File: src/rtl/rv32i_pkg.sv
// Shared encodings for the multi-cycle RV32I control path: opcodes, FSM states, mux selects.
package rv32i_pkg;

    localparam int unsigned OPCODE_W = 7;
    localparam int unsigned STATE_W  = 4;
    localparam int unsigned SEL_W    = 2;

    localparam logic [OPCODE_W-1:0] OP_RTYPE  = 7'b0110011;
    localparam logic [OPCODE_W-1:0] OP_ITYPE  = 7'b0010011;
    localparam logic [OPCODE_W-1:0] OP_LOAD   = 7'b0000011;
    localparam logic [OPCODE_W-1:0] OP_STORE  = 7'b0100011;
    localparam logic [OPCODE_W-1:0] OP_BRANCH = 7'b1100011;
    localparam logic [OPCODE_W-1:0] OP_JAL    = 7'b1101111;
    localparam logic [OPCODE_W-1:0] OP_JALR   = 7'b1100111;
    localparam logic [OPCODE_W-1:0] OP_LUI    = 7'b0110111;
    localparam logic [OPCODE_W-1:0] OP_AUIPC  = 7'b0010111;
    localparam logic [OPCODE_W-1:0] OP_FENCE  = 7'b0001111;

    typedef enum logic [STATE_W-1:0] {
        S_FETCH     = 4'd0,
        S_DECODE    = 4'd1,
        S_MEM_ADDR  = 4'd2,
        S_MEM_LOAD  = 4'd3,
        S_WB_MEM    = 4'd4,
        S_MEM_STORE = 4'd5,
        S_EXEC_R    = 4'd6,
        S_EXEC_I    = 4'd7,
        S_WB_ALU    = 4'd8,
        S_BRANCH    = 4'd9,
        S_JAL       = 4'd10,
        S_JALR      = 4'd11,
        S_LUI       = 4'd12,
        S_AUIPC     = 4'd13,
        S_TRAP      = 4'd14
    } state_t;

    localparam logic [SEL_W-1:0] ALU_ADD    = 2'b00;
    localparam logic [SEL_W-1:0] ALU_BRANCH = 2'b01;
    localparam logic [SEL_W-1:0] ALU_RTYPE  = 2'b10;
    localparam logic [SEL_W-1:0] ALU_ITYPE  = 2'b11;

    localparam logic [SEL_W-1:0] SRC_A_PC     = 2'b00;
    localparam logic [SEL_W-1:0] SRC_A_OLD_PC = 2'b01;
    localparam logic [SEL_W-1:0] SRC_A_RS1    = 2'b10;
    localparam logic [SEL_W-1:0] SRC_A_ZERO   = 2'b11;

    localparam logic [SEL_W-1:0] SRC_B_RS2  = 2'b00;
    localparam logic [SEL_W-1:0] SRC_B_IMM  = 2'b01;
    localparam logic [SEL_W-1:0] SRC_B_FOUR = 2'b10;

    localparam logic [SEL_W-1:0] RES_ALUOUT = 2'b00;
    localparam logic [SEL_W-1:0] RES_MEM    = 2'b01;
    localparam logic [SEL_W-1:0] RES_PC     = 2'b10;

    // States that hold a request on the unified memory port.
    function automatic logic is_mem_state(input state_t s);
        return (s == S_FETCH) || (s == S_MEM_LOAD) || (s == S_MEM_STORE);
    endfunction

endpackage

File: src/rtl/rv_branch_eval.sv
// Branch condition from funct3 and the ALU compare flags.
module rv_branch_eval (
    input  logic [2:0] funct3,
    input  logic       alu_zero,
    input  logic       alu_lt,
    output logic       taken
);

    // funct3[2] picks lt vs zero, funct3[0] inverts; 010/011 are not branches.
    always_comb begin
        taken = 1'b0;
        if (funct3[2:1] != 2'b01) begin
            taken = funct3[0] ^ (funct3[2] ? alu_lt : alu_zero);
        end
    end

endmodule

File: src/rtl/rv_multicycle_control.sv
// Main control FSM of the multi-cycle RV32I core with memory wait timeout and trap flags.
module rv_multicycle_control
    import rv32i_pkg::*;
#(
    parameter int unsigned MEM_TIMEOUT = 255
) (
    input  logic       clk,
    input  logic       rst_n,
    input  logic [6:0] opcode,
    input  logic [2:0] funct3,
    input  logic       alu_zero,
    input  logic       alu_lt,
    input  logic       mem_ready,
    output logic       mem_read,
    output logic       mem_write,
    output logic       iord,
    output logic       ir_write,
    output logic       pc_write,
    output logic       pc_src,
    output logic       reg_write,
    output logic [1:0] result_src,
    output logic [1:0] alu_src_a,
    output logic [1:0] alu_src_b,
    output logic [1:0] alu_op,
    output logic       illegal_instr,
    output logic       bus_error,
    output logic [3:0] state_o
);

    localparam int unsigned CNT_W = (MEM_TIMEOUT > 1) ? $clog2(MEM_TIMEOUT + 1) : 1;
    localparam logic        TIMEOUT_EN = (MEM_TIMEOUT != 0);

    state_t           state;
    state_t           next_state;
    logic [CNT_W-1:0] wait_cnt;
    logic             timeout;
    logic             taken;
    logic             set_illegal;
    logic             set_bus_err;

    rv_branch_eval u_branch_eval (
        .funct3   (funct3),
        .alu_zero (alu_zero),
        .alu_lt   (alu_lt),
        .taken    (taken)
    );

    // Timeout fires when the counter has reached the limit; mem_ready is checked first by the FSM.
    assign timeout = TIMEOUT_EN && (wait_cnt == CNT_W'(MEM_TIMEOUT));
    assign state_o = state;

    // State register.
    always_ff @(posedge clk or negedge rst_n) begin
        if (!rst_n) begin
            state <= S_FETCH;
        end else begin
            state <= next_state;
        end
    end

    // Wait counter: counts stalled request cycles, cleared on completion or state exit.
    always_ff @(posedge clk or negedge rst_n) begin
        if (!rst_n) begin
            wait_cnt <= '0;
        end else if (is_mem_state(state) && !mem_ready && (next_state == state)) begin
            if (wait_cnt != {CNT_W{1'b1}}) begin
                wait_cnt <= wait_cnt + CNT_W'(1);
            end
        end else begin
            wait_cnt <= '0;
        end
    end

    // Sticky trap flags, cleared only by reset.
    always_ff @(posedge clk or negedge rst_n) begin
        if (!rst_n) begin
            illegal_instr <= 1'b0;
            bus_error     <= 1'b0;
        end else begin
            if (set_illegal) illegal_instr <= 1'b1;
            if (set_bus_err) bus_error     <= 1'b1;
        end
    end

    // Next-state and output decode; strobes are held low while reset is asserted.
    always_comb begin
        next_state  = state;
        set_illegal = 1'b0;
        set_bus_err = 1'b0;
        mem_read    = 1'b0;
        mem_write   = 1'b0;
        iord        = 1'b0;
        ir_write    = 1'b0;
        pc_write    = 1'b0;
        pc_src      = 1'b0;
        reg_write   = 1'b0;
        result_src  = RES_ALUOUT;
        alu_src_a   = SRC_A_PC;
        alu_src_b   = SRC_B_RS2;
        alu_op      = ALU_ADD;

        unique case (state)
            S_FETCH: begin
                mem_read  = 1'b1;
                alu_src_a = SRC_A_PC;
                alu_src_b = SRC_B_FOUR;
                if (mem_ready) begin
                    ir_write   = 1'b1;
                    pc_write   = 1'b1;
                    next_state = S_DECODE;
                end else if (timeout) begin
                    set_bus_err = 1'b1;
                    next_state  = S_TRAP;
                end
            end
            S_DECODE: begin
                alu_src_a = SRC_A_OLD_PC;
                alu_src_b = SRC_B_IMM;
                case (opcode)
                    OP_RTYPE:           next_state = S_EXEC_R;
                    OP_ITYPE:           next_state = S_EXEC_I;
                    OP_LOAD, OP_STORE:  next_state = S_MEM_ADDR;
                    OP_BRANCH:          next_state = S_BRANCH;
                    OP_JAL:             next_state = S_JAL;
                    OP_JALR:            next_state = S_JALR;
                    OP_LUI:             next_state = S_LUI;
                    OP_AUIPC:           next_state = S_AUIPC;
                    OP_FENCE:           next_state = S_FETCH;
                    default: begin
                        set_illegal = 1'b1;
                        next_state  = S_TRAP;
                    end
                endcase
            end
            S_EXEC_R: begin
                alu_src_a  = SRC_A_RS1;
                alu_src_b  = SRC_B_RS2;
                alu_op     = ALU_RTYPE;
                next_state = S_WB_ALU;
            end
            S_EXEC_I: begin
                alu_src_a  = SRC_A_RS1;
                alu_src_b  = SRC_B_IMM;
                alu_op     = ALU_ITYPE;
                next_state = S_WB_ALU;
            end
            S_LUI: begin
                alu_src_a  = SRC_A_ZERO;
                alu_src_b  = SRC_B_IMM;
                next_state = S_WB_ALU;
            end
            S_AUIPC: begin
                alu_src_a  = SRC_A_OLD_PC;
                alu_src_b  = SRC_B_IMM;
                next_state = S_WB_ALU;
            end
            S_MEM_ADDR: begin
                alu_src_a  = SRC_A_RS1;
                alu_src_b  = SRC_B_IMM;
                next_state = opcode[5] ? S_MEM_STORE : S_MEM_LOAD;
            end
            S_MEM_LOAD: begin
                mem_read = 1'b1;
                iord     = 1'b1;
                if (mem_ready) begin
                    next_state = S_WB_MEM;
                end else if (timeout) begin
                    set_bus_err = 1'b1;
                    next_state  = S_TRAP;
                end
            end
            S_MEM_STORE: begin
                mem_write = 1'b1;
                iord      = 1'b1;
                if (mem_ready) begin
                    next_state = S_FETCH;
                end else if (timeout) begin
                    set_bus_err = 1'b1;
                    next_state  = S_TRAP;
                end
            end
            S_WB_ALU: begin
                reg_write  = 1'b1;
                result_src = RES_ALUOUT;
                next_state = S_FETCH;
            end
            S_WB_MEM: begin
                reg_write  = 1'b1;
                result_src = RES_MEM;
                next_state = S_FETCH;
            end
            S_BRANCH: begin
                alu_src_a  = SRC_A_RS1;
                alu_src_b  = SRC_B_RS2;
                alu_op     = ALU_BRANCH;
                pc_src     = 1'b1;
                pc_write   = taken;
                next_state = S_FETCH;
            end
            S_JAL: begin
                reg_write  = 1'b1;
                result_src = RES_PC;
                pc_write   = 1'b1;
                pc_src     = 1'b1;
                next_state = S_FETCH;
            end
            S_JALR: begin
                alu_src_a  = SRC_A_RS1;
                alu_src_b  = SRC_B_IMM;
                pc_write   = 1'b1;
                reg_write  = 1'b1;
                result_src = RES_PC;
                next_state = S_FETCH;
            end
            S_TRAP: begin
                next_state = S_TRAP;
            end
            default: begin
                next_state = S_FETCH;
            end
        endcase

        if (!rst_n) begin
            mem_read  = 1'b0;
            mem_write = 1'b0;
            ir_write  = 1'b0;
            pc_write  = 1'b0;
            reg_write = 1'b0;
        end
    end

endmodule

File: config.mk
export PLATFORM = sky130hd
export DESIGN_NAME = rv_multicycle_control
export DESIGN_NICKNAME = d
export VERILOG_FILES = /design/src/rtl/rv32i_pkg.sv /design/src/rtl/rv_branch_eval.sv /design/src/rtl/rv_multicycle_control.sv
export SDC_FILE = /design/constraint.sdc
export NUM_CORES = 1
export LEC_CHECK = 0
export CAP_MARGIN = 15
export CORE_MARGIN = 2
export CORE_UTILIZATION = 52
export CTS_BUF_LIST = sky130_fd_sc_hd__clkbuf_4 sky130_fd_sc_hd__clkbuf_8
export DETAILED_ROUTE_END_ITERATION = 8
export HOLD_SLACK_MARGIN = 0.06
export PLACE_DENSITY = 0.88
export SLEW_MARGIN = 20
export SYNTH_ARGS = -nofsm -noshare
export SYNTH_HDL_FRONTEND = slang
export SYNTH_SLANG_ARGS = --single-unit
File: constraint.sdc
create_clock -name clk -period 3.5 [get_ports clk]
set_input_delay 0.35 -clock clk [delete_from_list [all_inputs] [get_ports clk]]
set_output_delay 0.35 -clock clk [all_outputs]
set_load 0.02 [all_outputs]
==> metrics.txt <==
vias in the first global route 1165; first-pass GRT wire length ~5 mm; cell leakage power 0.6129 nW; Worst Setup End Kind output port; CP Cell Sequence nor2_1 > a21oi_1 > nor2_1 > or2_2 > clkdlybuf4s50_1; setup violators final 0; Antenna diodes 0; Clock Skew 0.007144 ns; FF-to-FF Start state_o[1]; CTS Hold Bufs 0; post-synthesis xor/xnor area fraction 2.914%; # rows 17; post-layout net count 200; worst reg-to-reg setup slack 1.29 ns; Pwr Total 0.9962 mW; antenna violations before repair 0; Avg Vias per Cell 5.948; slowest stage delay, CP 0.73 ns; sequential area share after synthesis between 20% and 30%; I/O Buffers 35; R2R cell count 4; Mapped Cells 152; status completed; Worst EP required 3.15 ns; clock root buffer clkbuf_4; CTS-repair resized insts 0; fin crit share 76.71%; core area 0.002191 mm2; Tightest Hold Check Type in2async; Num CTS Buffers 3; Comb pwr share 58.5%; synthesis-to-finish area growth 31.74%; I/O pin total 36; critical path class reg2out; post-synthesis register bit count 14; CP bufs+invs 1; Ys Warns 0; FF-to-FF End wait_cnt[5]; WL/cell 13.80 um; critical path peak fanout 19; area share of the largest cell type after synthesis between 20% and 30%; unique cell type count in the Yosys netlist 48; critical path arrival roughly 2.3 ns; RSZ-0062 raised after global routing no; commonest non-fill, non-tap cells in the layout 35 x clkdlybuf4s50_1, 18 x nor2_1, 14 x dfrtp_1, 11 x o21ai_0, 10 x a21oi_1; Die Ht 52.09 um; # DRC 0; DP HPWL 2.168 mm; cell accounting for the most synthesized area dfrtp_1; Slowest-stage cell, CP dfrtp_1; Worst-Margin Slew between 0.7 and 0.8 ns; Sw Share between 40% and 50%; GPL Wtd Cong 0.8230; DRT iter0 DRCs 28; H-tree depth 1; largest family of logic cells by synthesized area simple AND/OR/NAND/NOR gates; routed wire length between 2 and 3 mm; global route overflow 0; achievable frequency 372.5 MHz; max-cap check violation count 0; Clock power frac 11.6%; Setup TNS 0 ns; Initial Utilization 54.88%; # clock sinks 14; async set-reset flop share out of synthesis 100.0%; # Post-CTS Setup Buffers 0; Critical Path Most Common Cell nor2_1; Simple-Gate Fraction of Synth Area 30.70%; commonest non-fill, non-tap cell in the layout clkdlybuf4s50_1; first drt pass iteration count 4; Die Span X 52.09 um; Longest Clk Path Bufs 2; Synth Flop Type dfrtp_1; Overall Global Routing Usage 23.92%; Crit path depth 5; final-report hold violation count 0; post-synthesis mux area share 2.601%; via count 1255; Worst VDD drop 0.0005104 V; switching power approximately 0.46 mW; share of cells above drive strength 1 7.650%; post-layout min period 2.685 ns; adder-cell share of the synthesized area 1.041%; Seq pwr share ~30%; ANT nets after route 0; Slew Limit Fails 0; mean post-synth cell area 7.911 um2; most area-consuming cells after synthesis dfrtp_1 29%, nor2_1 5.6%, o21ai_0 4.6%; CTS tree built; Int Pwr about 0.53 mW; Worst-Skew Late Latency 0.28 ns; EDFF count, synth 0; startpoint types flip-flop; Post-Syn Area ~0.0012 mm2; clk slew on worst S/H paths 0.09 ns; Slew HR 52.76%; Synthesized Nets 168; Compound-Gate Fraction of Synth Area 27.78%; CP delay by family, top flip-flops; PwrDens 628.9 mW/mm2; total die area 0.002713 mm2; largest net degree at the start of global routing 25
## cell type report
type                            instances  area [um2]
Multi-Input combinational cell        123       782.0
Fill cell                             175       606.8
Timing Repair Buffer                   36       357.8
Sequential cell                        14       350.3
Clock buffer                            4       36.28
Tap cell                               28       35.03
Inverter                                6       22.52
## power groups by stage
stage / Clock, mW / Combinational [mW] / Sequential (mW)
floorplan: 0 / 0.432 / 0.239
global route: 0.129 / 0.639 / 0.312
CTS: 0.117 / 0.585 / 0.296
finish: 0.115 / 0.583 / 0.298
global placement: 0 / 0.572 / 0.295
detailed placement: 0 / 0.583 / 0.300
## state kept, by name (all words and copies together) (netlist names)
name,flops
state_o,4
wait_cnt,8
illegal_instr,1
bus_error,1
## routing by layer
| layer | part of all wire [%] | routed length [um] | vias to the layer above | GRT usage, % |
|---|---|---|---|---|
| met2 | 49 | 1439 | 50 | 41.98 |
| met5 | 0 | 0 | - | 0 |
| met4 | 0.96 | 28 | 0 | 4.825 |
| met3 | 5.8 | 169 | 4 | 4.598 |
| met1 | 44 | 1274 | 575 | 30.31 |
| li1 | - | - | 626 | - |
## cells in the mapped netlist, types with 2 or more instances
master and instances:
nor2_1 18, dfrtp_1 14, o21ai_0 11, a21oi_1 10, nand2_1 9, and3_1 6, nand2b_1 6, a31oi_1 5
clkbuf_1 5, inv_1 5, nand3_1 4, nor3_1 4, and2_1 3, nand3b_1 3, nor2b_1 3, nor3b_1 3
o211ai_1 3, o31ai_1 3, a2111oi_0 2, mux2i_1 2, nor4_1 2, o21a_1 2, or2_2 2, xnor2_1 2
xor2_1 2
## worst max-delay path by stage
stage,slack [ns],end,start
after floorplan,0.92,pc_write,state_o[0]
after global placement,0.80,pc_write,funct3[0]
after detailed placement,0.77,pc_write,funct3[0]
after CTS,0.80,pc_write,funct3[0]
after global routing,0.61,pc_write,state_o[0]
final,0.82,alu_src_b[0],state_o[2]
## worst register-to-register path: cells and delay by family (launching register included)
kind            cells  cell delay [ns]
compound gates      3             1.09
flops               1             0.78
xor+xnor            1             0.25
## metrics by stage
stage / hold WS, ns / cells / cell area, um2 / worst slack, ns / util [%]
final: 0.4435 / 211 / 1584 / 0.8151 / 72.30
after floorplan: 0.05441 / 152 / 1202 / 0.9193 / -
after detailed placement: 0.4524 / 207 / 1548 / 0.7678 / 70.65
after global placement: 0.4423 / 207 / 1548 / 0.8041 / 70.65
after global routing: 0.4486 / 211 / 1584 / 0.6062 / 72.30
after CTS: 0.4550 / 211 / 1584 / 0.7968 / 72.30
## cells by family (layout without fill, tap and decap cells)
logic type               Yosys count  count (layout)
flip-flops                        14              14
adder cells (fa/ha/maj)            1               1
AND/OR/NAND/NOR                   69              69
multiplexers                       3               3
buffers and inverters             15              46
XOR/XNOR                           4               4
AO/OA/AOI/OAI                     46              46
(Power assumes the default switching activity.)
